[config.mk]
export PLATFORM = sky130hd
export DESIGN_NAME = alu_req_arbiter
export DESIGN_NICKNAME = d
export VERILOG_FILES = /design/src/rtl/alu_pkg.sv /design/src/rtl/rr_arbiter.sv /design/src/rtl/alu_req_arbiter.sv
export SDC_FILE = /design/constraint.sdc
export NUM_CORES = 1
export LEC_CHECK = 0
export CORE_AREA = 2 2 106 108
export DETAILED_ROUTE_END_ITERATION = 6
export DIE_AREA = 0 0 108 110
export GPL_TIMING_DRIVEN = 0
export PLACE_DENSITY = 0.67
export SYNTH_ARGS = -nofsm -noshare
export SYNTH_HDL_FRONTEND = slang
export SYNTH_HIERARCHICAL = 1
export SYNTH_SLANG_ARGS = --single-unit
[constraint.sdc]
create_clock -name i_clk -period 3.45 [get_ports i_clk]
set_clock_uncertainty 0.2 [all_clocks]
set_input_delay 0.69 -clock i_clk [delete_from_list [all_inputs] [get_ports i_clk]]
set_output_delay 0.69 -clock i_clk [all_outputs]
set_load 0.005 [all_outputs]
[src/rtl/alu_pkg.sv]
// rtl/alu_pkg.sv - ALU select encodings and width defaults shared by the ALU request arbiter
package alu_pkg;

  localparam int ALU_LENGTH_WIDTH_DEF     = 32;
  localparam int ALU_SEL_LENGTH_WIDTH_DEF = 4;
  localparam int NUM_REQ_DEF              = 2;

  localparam logic [3:0] ALU_ADD  = 4'b0000;
  localparam logic [3:0] ALU_SUB  = 4'b0001;
  localparam logic [3:0] ALU_SLL  = 4'b0010;
  localparam logic [3:0] ALU_SLT  = 4'b0011;
  localparam logic [3:0] ALU_SLTU = 4'b0100;
  localparam logic [3:0] ALU_XOR  = 4'b0101;
  localparam logic [3:0] ALU_SRL  = 4'b0110;
  localparam logic [3:0] ALU_SRA  = 4'b0111;
  localparam logic [3:0] ALU_OR   = 4'b1000;
  localparam logic [3:0] ALU_AND  = 4'b1001;

endpackage

[src/rtl/rr_arbiter.sv]
// rtl/rr_arbiter.sv - combinational round-robin grant, search starts at i_ptr and wraps
module rr_arbiter #(
  parameter int N  = 2,
  parameter int IW = $clog2(N)
) (
  input  logic [N-1:0]  i_req,
  input  logic [IW-1:0] i_ptr,
  output logic [N-1:0]  o_gnt,
  output logic [IW-1:0] o_idx
);

  logic w_found;

  // First pass covers ptr..N-1, second pass wraps around to 0..ptr-1.
  always_comb begin
    o_gnt   = '0;
    o_idx   = '0;
    w_found = 1'b0;
    for (int k = 0; k < N; k++) begin
      if (!w_found && i_req[k] && (k >= int'(i_ptr))) begin
        w_found  = 1'b1;
        o_gnt[k] = 1'b1;
        o_idx    = IW'(k);
      end
    end
    for (int k = 0; k < N; k++) begin
      if (!w_found && i_req[k] && (k < int'(i_ptr))) begin
        w_found  = 1'b1;
        o_gnt[k] = 1'b1;
        o_idx    = IW'(k);
      end
    end
  end

endmodule

[src/rtl/alu_req_arbiter.sv]
// rtl/alu_req_arbiter.sv - shares one external ALU between requesters with a tagged one-entry response register
module alu_req_arbiter
  import alu_pkg::*;
#(
  parameter int ALU_LENGTH_WIDTH     = ALU_LENGTH_WIDTH_DEF,
  parameter int ALU_SEL_LENGTH_WIDTH = ALU_SEL_LENGTH_WIDTH_DEF,
  parameter int NUM_REQ              = NUM_REQ_DEF,
  parameter int ID_W                 = $clog2(NUM_REQ)
) (
  input  logic                                    i_clk,
  input  logic                                    i_rst,
  input  logic [NUM_REQ-1:0]                      i_req_valid,
  input  logic [NUM_REQ*ALU_LENGTH_WIDTH-1:0]     i_req_op1,
  input  logic [NUM_REQ*ALU_LENGTH_WIDTH-1:0]     i_req_op2,
  input  logic [NUM_REQ*ALU_SEL_LENGTH_WIDTH-1:0] i_req_sel,
  output logic [NUM_REQ-1:0]                      o_req_ready,
  output logic [ALU_LENGTH_WIDTH-1:0]             o_alu1,
  output logic [ALU_LENGTH_WIDTH-1:0]             o_alu2,
  output logic [ALU_SEL_LENGTH_WIDTH-1:0]         o_alu_sel,
  input  logic [ALU_LENGTH_WIDTH-1:0]             i_alu,
  output logic                                    o_rsp_valid,
  output logic [ID_W-1:0]                         o_rsp_id,
  output logic [ALU_LENGTH_WIDTH-1:0]             o_rsp_data,
  input  logic                                    i_rsp_ready,
  output logic                                    o_busy
);

  logic [ID_W-1:0]             r_rr_ptr;
  logic                        r_rsp_valid;
  logic [ID_W-1:0]             r_rsp_id;
  logic [ALU_LENGTH_WIDTH-1:0] r_rsp_data;

  logic [NUM_REQ-1:0] w_gnt;
  logic [ID_W-1:0]    w_idx;
  logic [ID_W-1:0]    w_ptr_next;
  logic               w_can_issue;
  logic               w_accept;

  rr_arbiter #(
    .N  (NUM_REQ),
    .IW (ID_W)
  ) u_rr_arbiter (
    .i_req (i_req_valid),
    .i_ptr (r_rr_ptr),
    .o_gnt (w_gnt),
    .o_idx (w_idx)
  );

  // The slot may be refilled in the same cycle the consumer drains it.
  assign w_can_issue = ~r_rsp_valid | i_rsp_ready;
  assign o_req_ready = w_can_issue ? w_gnt : '0;
  assign w_accept    = w_can_issue & (|w_gnt);
  assign w_ptr_next  = (w_idx == ID_W'(NUM_REQ - 1)) ? '0 : w_idx + 1'b1;

  // The winner drives the ALU even under backpressure so the path is ready when the slot frees.
  always_comb begin
    o_alu1    = '0;
    o_alu2    = '0;
    o_alu_sel = ALU_SEL_LENGTH_WIDTH'(ALU_ADD);
    for (int k = 0; k < NUM_REQ; k++) begin
      if (w_gnt[k]) begin
        o_alu1    = i_req_op1[k*ALU_LENGTH_WIDTH +: ALU_LENGTH_WIDTH];
        o_alu2    = i_req_op2[k*ALU_LENGTH_WIDTH +: ALU_LENGTH_WIDTH];
        o_alu_sel = i_req_sel[k*ALU_SEL_LENGTH_WIDTH +: ALU_SEL_LENGTH_WIDTH];
      end
    end
  end

  always_ff @(posedge i_clk or posedge i_rst) begin
    if (i_rst) begin
      r_rr_ptr    <= '0;
      r_rsp_valid <= 1'b0;
      r_rsp_id    <= '0;
      r_rsp_data  <= '0;
    end else if (w_accept) begin
      r_rr_ptr    <= w_ptr_next;
      r_rsp_valid <= 1'b1;
      r_rsp_id    <= w_idx;
      r_rsp_data  <= i_alu;
    end else if (r_rsp_valid && i_rsp_ready) begin
      r_rsp_valid <= 1'b0;
    end
  end

  assign o_rsp_valid = r_rsp_valid;
  assign o_rsp_id    = r_rsp_id;
  assign o_rsp_data  = r_rsp_data;
  assign o_busy      = r_rsp_valid | (|i_req_valid);

endmodule

Yosys cells after proc, flatten, opt, wreduce, memory -nomap -nowiden:

Index checks and enable logic that the tools add are counted.

* multiplexer cells: 15
* add/sub/neg operators: 1
* bitwise logic cells: 4
* reduce and logical (&&, ||, !) cells: 10
* order comparisons: 2

Operators by type and width (number)
* $mux W32: 4
* $mux W1: 8
* $mux W4: 2
* $logic_and A1 B1 Y1: 5
* $reduce_or A2 Y1: 2
* $logic_not A1 Y1: 2
* $mux W2: 1
* $or A1 B1 Y1: 2
* $reduce_bool A2 Y1: 1
* $add A1 B1 Y1 const B: 1
* $and A1 B1 Y1: 1
* $ge A1 B1 Y1 const A: 1
* $lt A1 B1 Y1 const A: 1
* $not A1 Y1: 1

* output and inout bits: 105
* word-level logic and storage cells: 36
* input port bits: 173
* register bits after elaboration: 35

Depth between registers and ports, before layout:

* depth in word-level cells: 13
* mapped depth: 7
* mapped depth without buffers: 4

By module:

Netlist, hierarchy kept.

By module, submodules not included
* alu_req_arbiter: instances 1, area each 2183.3 um2, cells each 170, seq. area each 875.8 um2
* rr_arbiter: instances 1, area each 26.3 um2, cells each 4, seq. area each 0.0 um2

Worst setup path before layout:

Ideal clock, no wire load.

* kind: in2out
* start point: input port i_req_valid[0]
* end point: output port o_alu1[0]
* cell stages on the path: 5
* slack: 0.939 ns
* buffers on the path: 2
* required time: 2.560 ns
* data arrival time: 1.621 ns
* cells stage by stage: a21boi_1 nor2b_2 buf_4 buf_4 a22o_1

* cells in the longest elaborated chain, start to end: 11
* elaborated cells between the ends (all ways): 12
* those cells by class: 6 x mux; 6 x reduce/logical

RTL lines
* start: declaration: line alu_req_arbiter.sv:12 `input logic [NUM_REQ-1:0] i_req_valid,`
* $logic_and A1 B1 Y1: line rr_arbiter.sv:20 `if (!w_found && i_req[k] && (k >= int'(i_ptr))) begin`
* $mux W1: line rr_arbiter.sv:20
* $logic_not A1 Y1: line rr_arbiter.sv:20
* $logic_and A1 B1 Y1: line rr_arbiter.sv:20
* $mux W1: line rr_arbiter.sv:20
* $logic_not A1 Y1: line rr_arbiter.sv:27 `if (!w_found && i_req[k] && (k < int'(i_ptr))) begin`
* $logic_and A1 B1 Y1 (2 in series): line rr_arbiter.sv:27
* $mux W1: line rr_arbiter.sv:27
* $mux W32: line alu_req_arbiter.sv:61 `if (w_gnt[k]) begin`
* $mux W32 *: line alu_req_arbiter.sv:61
* end: declaration: line alu_req_arbiter.sv:17 `output logic [ALU_LENGTH_WIDTH-1:0] o_alu1,`

Every way passes the cells marked *; elsewhere a longest branch is shown, timed or not.

Final worst setup path:

* start point: input port i_req_valid[1]
* end point: output port o_alu2[15]

* elaborated cells between the ends (all ways): 9
* those cells by class: 5 x mux; 4 x reduce/logical

RTL lines
* $logic_and A1 B1 Y1: line rr_arbiter.sv:20
* $mux W1: line rr_arbiter.sv:20
* via w_gnt[1]: line alu_req_arbiter.sv:33 `logic [NUM_REQ-1:0] w_gnt;`
* $mux W32: line alu_req_arbiter.sv:61
* end: declaration: line alu_req_arbiter.sv:18 `output logic [ALU_LENGTH_WIDTH-1:0] o_alu2,`

The timed path passes the listed nets, and every way through them passes these cells.

==> flow_summary.toml <==
[placed_design]
dp_hpwl_mm = 9.182
port_buffers = 277
dp.cells = 591
place_ws_ns = -0.4506
gp_congestion = 0.7552

[pwr]
p_total_uw = 2172
pwr-share-clk_pct = 17.0
p_comb_share_pct = 56.0
total_leakage_power_uw = 0.002293
intPower_uw = 1577
vdd_drop_max_v = 0.0002098
power_density_nw_per_um2 = 405.2
switching_power_uw = 595.2
p_sw_share_pct = 27.40
seqPwrFrac_pct = 27.0

[die]
initial_utilization_pct = 20.65
io_pins = 278
die_w_microns = 108
core_area_sq_um = 10700
fp.dieH_microns = 110
rows = 38
die-area_sq_um = 11880

[synthesis]
syn-instance-count = 174
synth_cell_type_count = 21
yosys_warnings = 6
yosysSeqAreaShare_pct = 39.64
yosys_register_bits = 35
netlist_area_sq_um = 2210
synthTopCellsByArea = "dfrtp_1, a22o_1, mux2_4"
yosysTopAreaCell = "dfrtp_1"
syn_nets = 347
synth_top_area_share_pct = 39.64
avgSynthCellArea_sq_um = 12.70

[final_layout]
fill_cells = 991
num_antenna_cells = 0
drive_above_1_share_pct = 14.72
syn_to_final_growth_pct = 142.6
finalNonFillerCells = 602
final_common_cell = "clkdlybuf4s50_1"
final_nets = 634
layout_common_cells = "clkdlybuf4s50_1, a22o_1, dfrtp_1"

[detailed_routing]
routedWlPerCell_microns = 18.13
drc = 0
drt_pass1_iterations = 4
wirelength_mm = 10.91
drtIter0Drc = 80
num_vias = 2622
via_per_inst = 4.355
detail-route-antenna-nets = 0

[clock_network]
cts_root_buffer = "clkbuf_8"
hold_buffers = 0
cts_buffer_depth = 2
htreeDepth = 2
clkTransAtPathRegs_ns = 0.07
cts_buffers = 5
clock_latency_ns = 0.27
cts_tree = "yes"
cts.sinks = 35

[setup_path]
slowest_stage = "clkdlybuf4s50_1"
crit_path_max_incr_delay_ns = 0.58
crit_path_start_kind = "primary input"
crit_fanout = 10
path_cells = "dlygate4sd2_1 > a21boi_4 > buf_4 > nor2b_4 > buf_2 > a22o_1 > clkdlybuf4s50_1"
crit_path_end_kind = "output port"
r2r_cells = 6
worstSetupPathType = "in -> out"
required_ns = 2.56
arrival_ns = 2.47

[sta]
max_freq_ghz = 0.2972
finalCritPeriodShare_pct = 97.53
final_hold_viol_count = 0
worst_pin_slew_ns = 0.6946
period_minus_slack_ns = 3.365
holdWs_ns = 0.3106
fin_ws_ns = 0.08537
final_max_slew_viol_count = 0
rsz0062_at_grt = "false"
setup_viol = 0
max_slew_margin_pct = 53.63

[outcome]
status = "complete, no violations"

[worst_hold_path]
hold_depth = 1
hold_path_class = "reg -> reg"

[grt]
antenna_found_initial = 0
grt_max_degree = 36
grt_use_total_pct = 16.85
gr-total-overflow = 0
grt_pass1_vias = 2742
grt_pass1_wl_mm = 15.26

[run]
maxCapViolCount = 0
## flip-flops by register name, indices dropped and copies added, names as in the netlist
register,count
r_rr_ptr,1
o_rsp_valid,1
o_rsp_id,1
o_rsp_data,32
## power groups by stage
stage / registers, uW / clock network (uW) / logic, uW
6_report: 587 / 368 / 1220
3_5_place_dp: 591 / 0 / 1200
3_3_place_gp: 588 / 0 / 1190
5_1_grt: 603 / 405 / 1290
2_1_floorplan: 597 / 0 / 444
4_1_cts: 588 / 382 / 1230
## Yosys cell counts
master / number
or3_1: 1
clkbuf_1: 6
buf_6: 1
and2_1: 2
buf_1: 1
buf_2: 3
nor2b_2: 1
inv_1: 3
o21a_1: 1
nor2_1: 1
a21boi_1: 3
mux2_2: 4
buf_12: 3
dfrtp_1: 35
nand2b_4: 1
buf_4: 5
o21ai_0: 2
a22o_1: 66
mux2i_1: 1
mux2_4: 29
nand2_1: 5
## cells by family (layout without fill, tap and decap cells)
group                  after synthesis  after routing  share of synthesized area, %
DFF                                 35             35                         39.64
buffers and inverters               22            310                         7.304
and+or+nand+nor                     11             11                         2.888
muxes                               34             34                         22.20
AOI/OAI and AO/OA                   72             72                         27.97
## stage by stage
stage	utilization, %	area, sq um	TNS [ns]
after floorplan	-	2210	0
after global routing	50.11	5360	0
after detailed placement	48.21	5157	-25.43
final	50.11	5360	0
after CTS	49.84	5331	0
after global placement	48.21	5157	-24.47
## routing by layer
layer | global-route usage (%) | share of wire (%) | up-vias
li1 | - | - | 1251
met4 | 3.114 | 1.1 | 0
met5 | 0 | 0 | -
met3 | 3.939 | 7.6 | 6
met1 | 20.97 | 40 | 1225
met2 | 30.01 | 51 | 140
## layout make-up
class	count	area, sq um	area share, %
inverters	3	11.26	0.2101
clock buffers	5	68.82	1.284
repair buffers	280	2800	52.24
clock inverters	3	47.55	0.8870
flip-flops and latches	35	875.8	16.34
well taps	140	175.2	3.268
plain buffers	19	181.4	3.385
multi-input cells	117	1200	22.39
## worst max-delay path: cells and delay by family
family	cells	cell delay, ns
and+or+nand+nor	1	0.14
buffers and inverters	4	1.29
AOI/OAI and AO/OA	2	0.35
## final timing paths
path | startpoint | endpoint | slack, ns
min in group asynchronous | i_rst | o_rsp_data[2] | 0.64
hold / removal | o_rsp_data[24] | o_rsp_data[24] | 0.31
max in group asynchronous | i_rst | o_rsp_data[28] | 1.96
setup reg to reg | r_rr_ptr | o_rsp_data[22] | 1.61
hold reg to reg | o_rsp_data[24] | o_rsp_data[24] | 0.31
setup / recovery | i_req_valid[1] | o_alu2[15] | 0.09
## what timing repair did
action | 4_1_cts | 5_1_grt
cloned | 1 | 0
gates resized for setup | 19 | 12
setup buffers | 1 | 1
setup endpoints to repair | 69 | 37
Note: power is estimated with default switching activity, not from simulation.
==> RTL edit, RTL diff (config.mk and constraints unchanged) <==
Set the package constant `ALU_LENGTH_WIDTH_DEF` to 16 (it was 32).
--- a/src/rtl/alu_pkg.sv
+++ b/src/rtl/alu_pkg.sv
@@ -3,3 +3,3 @@
 
-  localparam int ALU_LENGTH_WIDTH_DEF     = 32;
+  localparam int ALU_LENGTH_WIDTH_DEF     = 16;
   localparam int ALU_SEL_LENGTH_WIDTH_DEF = 4;
Ports: changed (6 resized); port bits go from 278 to 150. No check against the original RTL was run, so the function may have changed too.
==> RTL edit against the original RTL <==
Setup slack better by 0.060 ns; die area unchanged; sequential share of layout area down 0.34 points; via count down 45%; register-to-register slack worse by 0.15 ns; sequential cell count down 16; routed wire length down 48%; critical path type unchanged; area after synthesis down 46%; design area down 45%; total power down 49%; largest power group unchanged.
==> RTL edit: results (changes against the original RTL) <==
PwrDens 375.6 mW/mm2 (was 405.2 mW/mm2); mux cell area share after synthesis 0.1964 (was 0.2220); vias per cell 3.665 (was 4.355); number of buffers created by CTS 3 (was 5); leakage power 1.197 nW (was 2.293 nW); Comb. pwr 637 uW (was 1.22 mW); Synthesized Nets 194 (was 347); Finished Layout Cells 397 (was 602); Final HPWL DP 4746 um (was 9182 um); CP peak stage delay 0.53 ns (was 0.58 ns); H-Tree Depth 1 (was 2); Clock Latency Late Sink 0.25 ns (was 0.27 ns); gr usage total 0.08490 (was 0.1685); compound-cell area share of the yosys netlist 0.2759 (was 0.2797); placed insts 390 (was 591); Worst IR Drop VDD 0.1307 mV (was 0.2098 mV); Seq power 320 uW (was 587 uW); max FFs per register 16 (was 32); clock transition at the registers of the reported paths 0.08 ns; Post-Syn Instances 101 (was 174); Port Buffers 149 (was 277); wire per inst 14.27 um (was 18.13 um); Yosys cell types 19 (was 21); top cells by count, synth a22o_1 (34), dfrtp_1 (19), mux2_4 (9) (was a22o_1 (66), dfrtp_1 (35), mux2_4 (29)); run status completed (unchanged); post-synthesis adder-cell area fraction 0 (unchanged); Placement Cell Area 0.002864 mm2 (was 0.005157 mm2); nets 351 (was 634); gpl congestion 0.6591 (was 0.7552); first-pass GRT wire length 7831 um (was 15260 um); DRC 0 (unchanged); Slew HR 0.4840 (was 0.5363); Area contributors post-synth dfrtp_1 (40%), a22o_1 (25%), mux2_4 (11%), mux2_2 (7.5%), buf_2 (2.5%) (was dfrtp_1 (40%), a22o_1 (26%), mux2_4 (20%), buf_12 (2.7%), mux2_2 (2.0%)); register area share after synthesis 0.3971 (was 0.3964); Internal Power 804.7 uW (was 1.577 mW); pin count of the biggest net entering global routing 20 (was 36); Crit path arrival time 2.41 ns (was 2.47 ns); initial antenna violation count 0 (unchanged); Place WS -0.4987 ns (was -0.4506 ns); vias in the first global route 1480 (was 2742); initial detailed-routing violation count 40 (was 80); Antenna diodes 0 (unchanged); layout cell share with drive strength beyond 1 0.1634 (was 0.1472)
RTL edit: kinds of logic (layout without fill, tap and decap cells):
family	after synthesis	after routing
and+or+nand+nor	12	12
muxes	18	18
buffers and inverters	13	169
AOI/OAI and AO/OA	39	39
DFF	19	19
RTL edit: final cells by class:
type | count | area (um2)
Fill cell | 1132 | 7726
Timing Repair Buffer | 152 | 1511
Multi-Input combinational cell | 69 | 664.4
Sequential cell | 19 | 475.5
Tap cell | 140 | 175.2
Buffer | 10 | 87.58
Clock buffer | 3 | 41.29
Inverter | 3 | 11.26
Clock inverter | 1 | 5.005
RTL edit: what timing repair did:
| action | CTS | global route |
|---|---|---|
| resized for setup | 14 | 0 |
| endpoints found under the setup margin | 37 | 0 |
| buffers inserted | 3 | 0 |
RTL edit: path summary, 6_finish.rpt:
kind / endpoint / depth (start not counted) / start / slack, ns
max: o_alu2[9] / 7 / i_req_valid[0] / 0.15
min: o_rsp_data[7] / 1 / o_rsp_data[7] / 0.31
max reg2reg: o_rsp_data[4] / 8 / r_rr_ptr / 1.46
min reg2reg: o_rsp_data[7] / 1 / o_rsp_data[7] / 0.31
max in group asynchronous: o_rsp_data[2] / 2 / i_rst / 1.90
min in group asynchronous: o_rsp_data[4] / 2 / i_rst / 0.67
RTL edit: stage by stage:
stage	hold slack [ns]	utilization	TNS, ns
after floorplan	0.3053	-	0
after global placement	0.2903	0.2677	-15.21
after detailed placement	0.2926	0.2677	-15.33
after CTS	0.3171	0.2778	0
after global routing	0.3349	0.2778	0
final	0.3126	0.2778	0
RTL edit: per-layer routing:
metal  global-route usage  vias up  wire (um)
li1                     -      696          -
met1               0.1021      692       2194
met5                    0        -          0
met3              0.02469        2        427
met4              0.01923        0         34
met2               0.1500       65       3011
